[config.mk]
export PLATFORM = sky130hd
export DESIGN_NAME = softmax_row_sequencer_flat
export DESIGN_NICKNAME = d
export VERILOG_FILES = /design/src/rtl/softmax_row_sequencer_pkg.sv /design/src/rtl/softmax_row_sequencer_if.sv /design/src/rtl/softmax_row_sequencer_buf.sv /design/src/rtl/softmax_row_sequencer.sv /design/src/flat_wrapper.sv
export SDC_FILE = /design/constraint.sdc
export NUM_CORES = 1
export LEC_CHECK = 0
export ABC_AREA = 0
export BUFFER_PORTS_ARGS = -buffer_cell sky130_fd_sc_hd__buf_2
export CAP_MARGIN = 20
export CORE_ASPECT_RATIO = 0.7
export CORE_MARGIN = 3
export CORE_UTILIZATION = 40
export CTS_CLUSTER_SIZE = 10
export DETAILED_ROUTE_END_ITERATION = 8
export REMOVE_ABC_BUFFERS = 1
export SLEW_MARGIN = 20
export SYNTH_ARGS = -nofsm -noshare
export SYNTH_HDL_FRONTEND = slang
export SYNTH_SLANG_ARGS = --single-unit
[constraint.sdc]
create_clock -name CLK -period 6.9 [get_ports CLK]
set_clock_uncertainty 0.15 [all_clocks]
set_input_delay 1.725 -clock CLK [delete_from_list [all_inputs] [get_ports CLK]]
set_output_delay 1.725 -clock CLK [all_outputs]
set_load 0.02 [all_outputs]
[src/rtl/softmax_row_sequencer_pkg.sv]
// softmax_row_sequencer_pkg: shared widths and state type for the softmax row sequencer
package softmax_row_sequencer_pkg;
  localparam int DATA_W = 32;
  localparam int ST_W = 2;
  typedef enum logic [ST_W-1:0] {IDLE, LOAD, ACC, OUT} state_t;
endpackage

[src/rtl/softmax_row_sequencer_if.sv]
// softmax_row_sequencer_if: score stream in, result stream out, and softmax engine pins
interface softmax_row_sequencer_if #(
  parameter int DATA_W = softmax_row_sequencer_pkg::DATA_W
) ();
  logic              in_valid;
  logic              in_ready;
  logic [DATA_W-1:0] in_data;
  logic              in_last;
  logic [DATA_W-1:0] q_in_soft;
  logic              en_max;
  logic              en_acc;
  logic              eng_rst_n;
  logic [DATA_W-1:0] q_out_soft;
  logic              out_valid;
  logic              out_ready;
  logic [DATA_W-1:0] out_data;
  logic              out_last;
  modport master (
    input  in_valid, in_data, in_last, q_out_soft, out_ready,
    output in_ready, q_in_soft, en_max, en_acc, eng_rst_n, out_valid, out_data, out_last
  );
  modport slave (
    output in_valid, in_data, in_last, q_out_soft, out_ready,
    input  in_ready, q_in_soft, en_max, en_acc, eng_rst_n, out_valid, out_data, out_last
  );
endinterface

[src/rtl/softmax_row_sequencer_buf.sv]
// softmax_row_buf: one row of scores, single write port and combinational read port
module softmax_row_buf #(
  parameter int DATA_W  = softmax_row_sequencer_pkg::DATA_W,
  parameter int ROW_LEN = 16,
  localparam int AW     = $clog2(ROW_LEN)
) (
  input  logic              CLK,
  input  logic              we,
  input  logic [AW-1:0]     waddr,
  input  logic [DATA_W-1:0] wdata,
  input  logic [AW-1:0]     raddr,
  output logic [DATA_W-1:0] rdata
);
  logic [DATA_W-1:0] mem [ROW_LEN];
  always_ff @(posedge CLK)
    if (we) mem[waddr] <= wdata;
  assign rdata = mem[raddr];
endmodule

[src/rtl/softmax_row_sequencer.sv]
// softmax_row_sequencer: buffers a score row and replays it to the softmax engine in max, accumulate and output passes
module softmax_row_sequencer
  import softmax_row_sequencer_pkg::*;
#(
  parameter int DATA_W  = softmax_row_sequencer_pkg::DATA_W,
  parameter int ROW_LEN = 16,
  parameter int CNT_W   = $clog2(ROW_LEN) + 1
) (
  input  logic                    CLK,
  input  logic                    RST_n,
  softmax_row_sequencer_if.master bus,
  output logic                    busy,
  output logic                    err_ovf
);
  localparam int AW = $clog2(ROW_LEN);
  state_t            state;
  logic [CNT_W-1:0]  len;
  logic [AW-1:0]     wr_ptr, rd_ptr;
  logic [DATA_W-1:0] rd_data;
  logic              wr_en, at_end, wr_full;
  assign wr_en   = state == LOAD && bus.in_valid;
  assign wr_full = wr_ptr == AW'(ROW_LEN - 1);
  assign at_end  = CNT_W'(rd_ptr) == len - CNT_W'(1);
  assign busy    = state != IDLE;
  softmax_row_buf #(.DATA_W(DATA_W), .ROW_LEN(ROW_LEN)) u_buf (
    .CLK  (CLK),
    .we   (wr_en),
    .waddr(wr_ptr),
    .wdata(bus.in_data),
    .raddr(rd_ptr),
    .rdata(rd_data)
  );
  always_ff @(posedge CLK)
    if (!RST_n) begin
      state   <= IDLE;
      len     <= '0;
      wr_ptr  <= '0;
      rd_ptr  <= '0;
      err_ovf <= 1'b0;
    end else
      case (state)
        IDLE: begin
          state  <= LOAD;
          len    <= '0;
          wr_ptr <= '0;
          rd_ptr <= '0;
        end
        LOAD: if (bus.in_valid) begin
          wr_ptr <= wr_ptr + 1'b1;
          len    <= len + 1'b1;
          if (bus.in_last || wr_full) begin
            state  <= ACC;
            rd_ptr <= '0;
          end
          if (!bus.in_last && wr_full) err_ovf <= 1'b1;
        end
        ACC: begin
          rd_ptr <= at_end ? '0 : rd_ptr + 1'b1;
          if (at_end) state <= OUT;
        end
        OUT: if (bus.out_ready) begin
          rd_ptr <= rd_ptr + 1'b1;
          if (at_end) state <= IDLE;
        end
        default: state <= IDLE;
      endcase
  // engine pins follow the state directly so max tracking sees each beat as it is accepted
  always_comb begin
    bus.in_ready  = state == LOAD;
    bus.en_max    = state == LOAD && bus.in_valid;
    bus.en_acc    = state == ACC;
    bus.eng_rst_n = state != IDLE;
    bus.q_in_soft = state == LOAD ? bus.in_data : state == IDLE ? '0 : rd_data;
    bus.out_valid = state == OUT;
    bus.out_data  = bus.q_out_soft;
    bus.out_last  = state == OUT && at_end;
  end
endmodule

[src/flat_wrapper.sv]
// flat-port wrapper written by rule: the top's interface ports become plain ports
module softmax_row_sequencer_flat import softmax_row_sequencer_pkg::*;
#(
  parameter int DATA_W  = softmax_row_sequencer_pkg::DATA_W,
  parameter int ROW_LEN = 16,
  parameter int CNT_W   = $clog2(ROW_LEN) + 1
)
  (CLK, RST_n, busy, err_ovf, bus_in_valid, bus_in_data, bus_in_last, bus_q_out_soft, bus_out_ready, bus_in_ready, bus_q_in_soft, bus_en_max, bus_en_acc, bus_eng_rst_n, bus_out_valid, bus_out_data, bus_out_last);
  softmax_row_sequencer_if #(.DATA_W(DATA_W)) bus_i ();
  input  logic CLK;
  input  logic RST_n;
  output logic busy;
  output logic err_ovf;
  input wire logic [$bits(bus_i.in_valid)-1:0] bus_in_valid;
  input wire logic [$bits(bus_i.in_data)-1:0] bus_in_data;
  input wire logic [$bits(bus_i.in_last)-1:0] bus_in_last;
  input wire logic [$bits(bus_i.q_out_soft)-1:0] bus_q_out_soft;
  input wire logic [$bits(bus_i.out_ready)-1:0] bus_out_ready;
  output wire logic [$bits(bus_i.in_ready)-1:0] bus_in_ready;
  output wire logic [$bits(bus_i.q_in_soft)-1:0] bus_q_in_soft;
  output wire logic [$bits(bus_i.en_max)-1:0] bus_en_max;
  output wire logic [$bits(bus_i.en_acc)-1:0] bus_en_acc;
  output wire logic [$bits(bus_i.eng_rst_n)-1:0] bus_eng_rst_n;
  output wire logic [$bits(bus_i.out_valid)-1:0] bus_out_valid;
  output wire logic [$bits(bus_i.out_data)-1:0] bus_out_data;
  output wire logic [$bits(bus_i.out_last)-1:0] bus_out_last;
  assign bus_i.in_valid = bus_in_valid;
  assign bus_i.in_data = bus_in_data;
  assign bus_i.in_last = bus_in_last;
  assign bus_i.q_out_soft = bus_q_out_soft;
  assign bus_i.out_ready = bus_out_ready;
  assign bus_in_ready = bus_i.in_ready;
  assign bus_q_in_soft = bus_i.q_in_soft;
  assign bus_en_max = bus_i.en_max;
  assign bus_en_acc = bus_i.en_acc;
  assign bus_eng_rst_n = bus_i.eng_rst_n;
  assign bus_out_valid = bus_i.out_valid;
  assign bus_out_data = bus_i.out_data;
  assign bus_out_last = bus_i.out_last;
  softmax_row_sequencer #(.DATA_W(DATA_W), .ROW_LEN(ROW_LEN), .CNT_W(CNT_W)) u_core (.CLK(CLK), .RST_n(RST_n), .bus(bus_i), .busy(busy), .err_ovf(err_ovf));
endmodule
==> results.cfg, run 1 <==
[setup_path]
arrival_ns = 3.52
crit_path_start_kind = flip-flop
path_class = flip-flop to primary output
setup.worst_path.end_class = primary output
cp_max_fo = 40
cp.required_ns = 5.03

[die]
std_cell_rows = 69
initial_core_util_pct = 40.9
die-area_mm2 = 0.0554
die_height_um = 198
die_w_um = 280
core_mm2 = 0.0514
io_pins = 141

[placed_design]
portBuffers = 76
place.gp.congestion = 0.713
dpl.cell_count = 1621
hpwlAfterDp_um = 23900

[sta]
finalHoldViolCount = 0
post-route-period-util_pct = 78.1
period_needed_ns = 5.39
worstMarginPinSlew_ns = 0.955
drv_slew = 0
fin_hold_ws_ns = 0.324
max_freq_mhz = 185
timing.slew.headroom_pct = 36.4
rsz0062_at_grt = no
setup_viol = 0

[synth]
yosysTopAreaCell = edfxtp_1
seq_area_frac_synth_pct = 75.1
netlist_top_cells_area = edfxtp_1, mux4_2, mux4_1
postSynthAreaPerCell_um2 = 22.7
synth_cells = 924
yosysMostFrequentCell = edfxtp_1
synth-seq-cells = 532
synth_cell_type_count = 41
synth_area_mm2 = 0.0210
ys.flop_type = edfxtp_1
async_flop_share_pct = 0
synth_top_area_share_pct = 73.2
synth_edf_count = 512
synth_common_cells = edfxtp_1, mux4_2, buf_4
yosysWarningCount = 0

[global_routing]
grt_pass1_vias = 10200
grt_use_total_pct = 17.5
grt_pass1_wl_um = 70800
antenna_found_initial = 3
grt-ovfl-total = 0
grt_start_max_net_pins = 53

[cts]
cts_tree = built
cts.clk_slew.worst_paths_ns = 0.06
cts-root-buf = clkbuf_16
cts_buffer_depth = 3
post_cts_buffers = 0
cts_buffers = 59
ctsHoldBuffers = 0
clk_latency_ns = 0.58
cts_resized = 0
cts_num_sinks = 532
cts.htree.levels = 2

[power]
ir_drop_v = 0.000286
powerDensity_mw_per_mm2 = 323
p_leak_uw = 0.00737

[finish]
diodes = 0
drive_above_1_share_pct = 31.4
area_growth_syn_to_layout_pct = 12.5
nets = 1088
fin_cells = 1708

[route]
via_per_inst = 5.74
wl_per_cell_um = 28.1
vias = 9799
dr.pass1.iters = 5
drc = 0
wl_um = 48000
ant_nets = 0
first_iter_violations = 1042

[outcome]
outcome = complete, no violations

[job]
drv_cap = 0

[min_path]
hold_path_class = flip-flop to flip-flop
area by class of cell:
class                      count  area (um^2)
fill                        4217        27700
sequential                   532        15800
multi-input combinational    306         4750
clock buffer                  84         1590
tap                          674          843
timing repair buffer         100          598
inverter                       9         33.8
clock inverter                 3         31.3
cell usage in the layout (no fill, tap or decap), types with 2 or more instances in the layout:
master,synthesis,routed
nand4b_1,2,2
nand4_1,3,3
dfxtp_1,20,16
inv_1,9,9
a211o_1,2,2
and2_1,18,2
ha_1,11,10
mux4_2,140,140
nand2b_1,3,3
dfxtp_4,0,3
mux2i_1,2,2
a22o_1,32,32
nor2_1,12,11
a31oi_1,2,2
nor3_1,2,2
a22oi_1,3,3
buf_4,43,21
clkbuf_1,23,24
a21boi_0,4,4
buf_12,0,3
and3_1,2,2
a21oi_1,3,3
nand2_1,16,16
clkbuf_16,0,60
xor2_1,5,5
nand3_1,2,2
mux4_1,20,20
xnor2_1,3,3
edfxtp_1,512,512
and2_2,0,16
nor2b_1,5,5
buf_2,3,76
o21ai_0,4,4
worst paths after layout:
kind	startpoint	endpoint	slack (ns)	depth (start not counted)
worst max-delay path	flip-flop	bus_q_in_soft[23]	1.51	5
worst min-delay path	u_core.err_ovf$_SDFFE_PN0P_	u_core.err_ovf$_SDFFE_PN0P_	0.32	1
worst max register to register	u_core.state[1]$_SDFFE_PN0P_	u_core.u_buf.mem[13][13]$_DFFE_PP_	3.32	8
worst min register to register	u_core.err_ovf$_SDFFE_PN0P_	u_core.err_ovf$_SDFFE_PN0P_	0.32	1
metrics by stage:
step / setup WS, ns / TNS, ns / util (%) / area (um^2) / power, uW
finish: 1.51 / 0 / 46.0 / 23600 / 7620
global route: 1.27 / 0 / 46.0 / 23600 / 7920
CTS: 1.39 / 0 / 46.0 / 23600 / 7720
detailed placement: 2.02 / 0 / 42.9 / 22000 / 4990
global placement: 2.05 / 0 / 42.9 / 22000 / 4970
floorplan: -1.46 / -46.20 / - / 20500 / 4540
logic make-up after synthesis:
kind of cell | count (synthesis) | share of synthesized area (%)
buf+inv | 86 | 2.46
flops | 532 | 75.1
mux | 162 | 17.6
simple gates | 70 | 1.80
compound gates | 55 | 2.08
xor+xnor | 8 | 0.333
fa+ha+maj | 11 | 0.655
registers in the layout (all words and copies together), names as in the netlist, named ones only:
name / count
u_core.len: 5
u_core.state: 2
u_core.rd_ptr: 4
u_core.err_ovf: 1
u_core.wr_ptr: 4
u_core.u_buf.mem: 512
metal layers:
metal	track usage [%]	share of wire, %	up-vias	wire length [um]
li1	-	-	4051	-
met1	26.3	45	5306	21700
met2	26.5	46	361	22000
met3	3.85	7.2	73	3440
met4	3.58	1.6	8	786
met5	0.855	0.12	-	58
where the power goes:
part / internal, uW / switching, uW / total [uW]
clock: 1570 / 1160 / 2730
sequential: 3590 / 50.9 / 3650
combinational: 497 / 748 / 1250
total: 5660 / 1960 / 7620
worst max-delay path: stages (launching register included):
cell	delay, ns
dfxtp_4	0.88
buf_4	0.55
mux4_2	0.57
mux4_2	0.47
a22o_1	0.25
buf_2	0.17
Note: power is estimated with default switching activity, not from simulation.
==> run 2, diff against run 1 <==
==> constraint.sdc (replaced) <==
create_clock -name CLK -period 4.4 [get_ports CLK]
set_clock_uncertainty 0.15 [all_clocks]
set_input_delay 1.1 -clock CLK [delete_from_list [all_inputs] [get_ports CLK]]
set_output_delay 1.1 -clock CLK [all_outputs]
set_load 0.02 [all_outputs]
==> results.cfg, run 2 (synthesis results as in run 1) <==
[sta]
setup_slack_ns = 0.177
worstMarginPinSlew_ns = 0.833
period_needed_ns = 4.22
final.setup.tns_ns = 0
fin_hold_ws_ns = 0.332
finalHoldViolCount = 0
setup_viol = 0
drv_slew = 0
rsz0062_at_grt = no
max_freq_mhz = 237
post-route-period-util_pct = 96.0
timing.slew.headroom_pct = 44.3

[die]
die_height_um = 198
std_cell_rows = 69
io_pins = 141
die-area_mm2 = 0.0554
die_w_um = 280
initial_core_util_pct = 40.9
core_mm2 = 0.0514

[cts]
ctsHoldBuffers = 0
cts_buffers = 59
cts-root-buf = clkbuf_16
cts_resized = 0
cts_tree = built
cts.htree.levels = 2
cts.clk_slew.worst_paths_ns = 0.06
post_cts_buffers = 0
cts_buffer_depth = 3
cts_num_sinks = 532
clk_latency_ns = 0.58

[setup_path]
cp.required_ns = 3.15
path_class = flip-flop to primary output
slowest_stage = mux4_1
arrival_ns = 2.97
setup.worst_path.end_class = primary output
cp_max_fo = 60
crit_path_start_kind = flip-flop
cp_slowest_stage_delay_ns = 0.64
crit_chain = buf_12 -> mux4_1 -> mux4_2 -> a22o_1 -> buf_2
crit_buf_inv = 2
cp_top_family = multiplexers

[route]
dr.pass1.iters = 5
wl_um = 48000
ant_nets = 0
via_per_inst = 5.68
vias = 9857
first_iter_violations = 1095
drc = 0
wl_per_cell_um = 27.7

[finish]
final_util_pct = 46.6
area_growth_syn_to_layout_pct = 13.8
stdcell_area_mm2 = 0.0239
final_common_cell = edfxtp_1
largestRegisters = u_core.u_buf.mem: 512 flops, u_core.len: 5 flops
layout_common_cells = edfxtp_1, mux4_2, buf_2
diodes = 0
largest-register = u_core.u_buf.mem
fillers = 4180
drive_above_1_share_pct = 32.0
largest_register_ffs = 512
nets = 1102

[job]
drv_cap = 0

[global_routing]
grt-ovfl-total = 0
antenna_found_initial = 1
grt_start_max_net_pins = 61
grt_pass1_vias = 10200
grt_pass1_wl_um = 70500
grt_use_total_pct = 17.5

[placed_design]
dpl_cell_area_mm2 = 0.0222
hpwlAfterDp_um = 26900
place.gp.congestion = 0.751
portBuffers = 76
place_ws_ns = 0.750

[min_path]
hold_path_class = flip-flop to flip-flop

[power]
powerDensity_mw_per_mm2 = 505
ir_drop_v = 0.000346
p_leak_uw = 0.00748

[outcome]
outcome = complete, no violations
run 2: cell count changes in the layout (fill, tap and decap cells not counted), sizes merged:
| cell | before | now |
|---|---|---|
| clkbuf | 84 | 95 |
| clkinv | 1 | 3 |
| inv | 11 | 10 |
| buf | 100 | 114 |
run 2: routing by layer:
| metal | global-route usage [%] | up-vias | routed length, um |
|---|---|---|---|
| met3 | 4.34 | 65 | 3350 |
| met5 | 0.171 | - | 12 |
| met1 | 27.5 | 5355 | 23100 |
| li1 | - | 4093 | - |
| met4 | 3.96 | 2 | 789 |
| met2 | 24.9 | 342 | 20800 |
run 2: worst paths after layout:
check	startpoint	endpoint	slack, ns	cells past startpoint
max	flip-flop	bus_q_in_soft[13]	0.18	5
min	u_core.err_ovf$_SDFFE_PN0P_	u_core.err_ovf$_SDFFE_PN0P_	0.33	1
max reg2reg	u_core.len[0]$_SDFFE_PN0P_	u_core.rd_ptr[0]$_SDFFE_PN0P_	1.51	7
min reg2reg	u_core.err_ovf$_SDFFE_PN0P_	u_core.err_ovf$_SDFFE_PN0P_	0.33	1
run 2: power breakdown:
group	switching, uW	leakage [uW]	internal, uW
Clock	1850	0.000798	2500
Combinational	1230	0.00191	813
Sequential	39.9	0.00477	5640
Total	3110	0.00748	8950
run 2: worst register-to-register path: cells and delay by family (launching register included):
kind	cells	cell delay [ns]
adders and majority gates	1	0.26
DFF	1	0.45
AOI/OAI and AO/OA	3	1.07
and+or+nand+nor	2	0.69
buffers and inverters	1	0.08
run 2: area by class of cell:
class | count | area [um^2] | area share [%]
clock buffer | 95 | 1630 | 6.83
clock inverter | 4 | 33.8 | 0.141
sequential | 532 | 15800 | 66.0
tap | 674 | 843 | 3.53
inverter | 9 | 33.8 | 0.141
multi-input combinational | 306 | 4750 | 19.9
timing repair buffer | 114 | 828 | 3.46
run 2: through the flow:
stage / total power, uW / std cells
after floorplan: 7120 / 847
after global placement: 7850 / 1635
after detailed placement: 7860 / 1635
after CTS: 12200 / 1734
after global routing: 12600 / 1734
final: 12100 / 1734
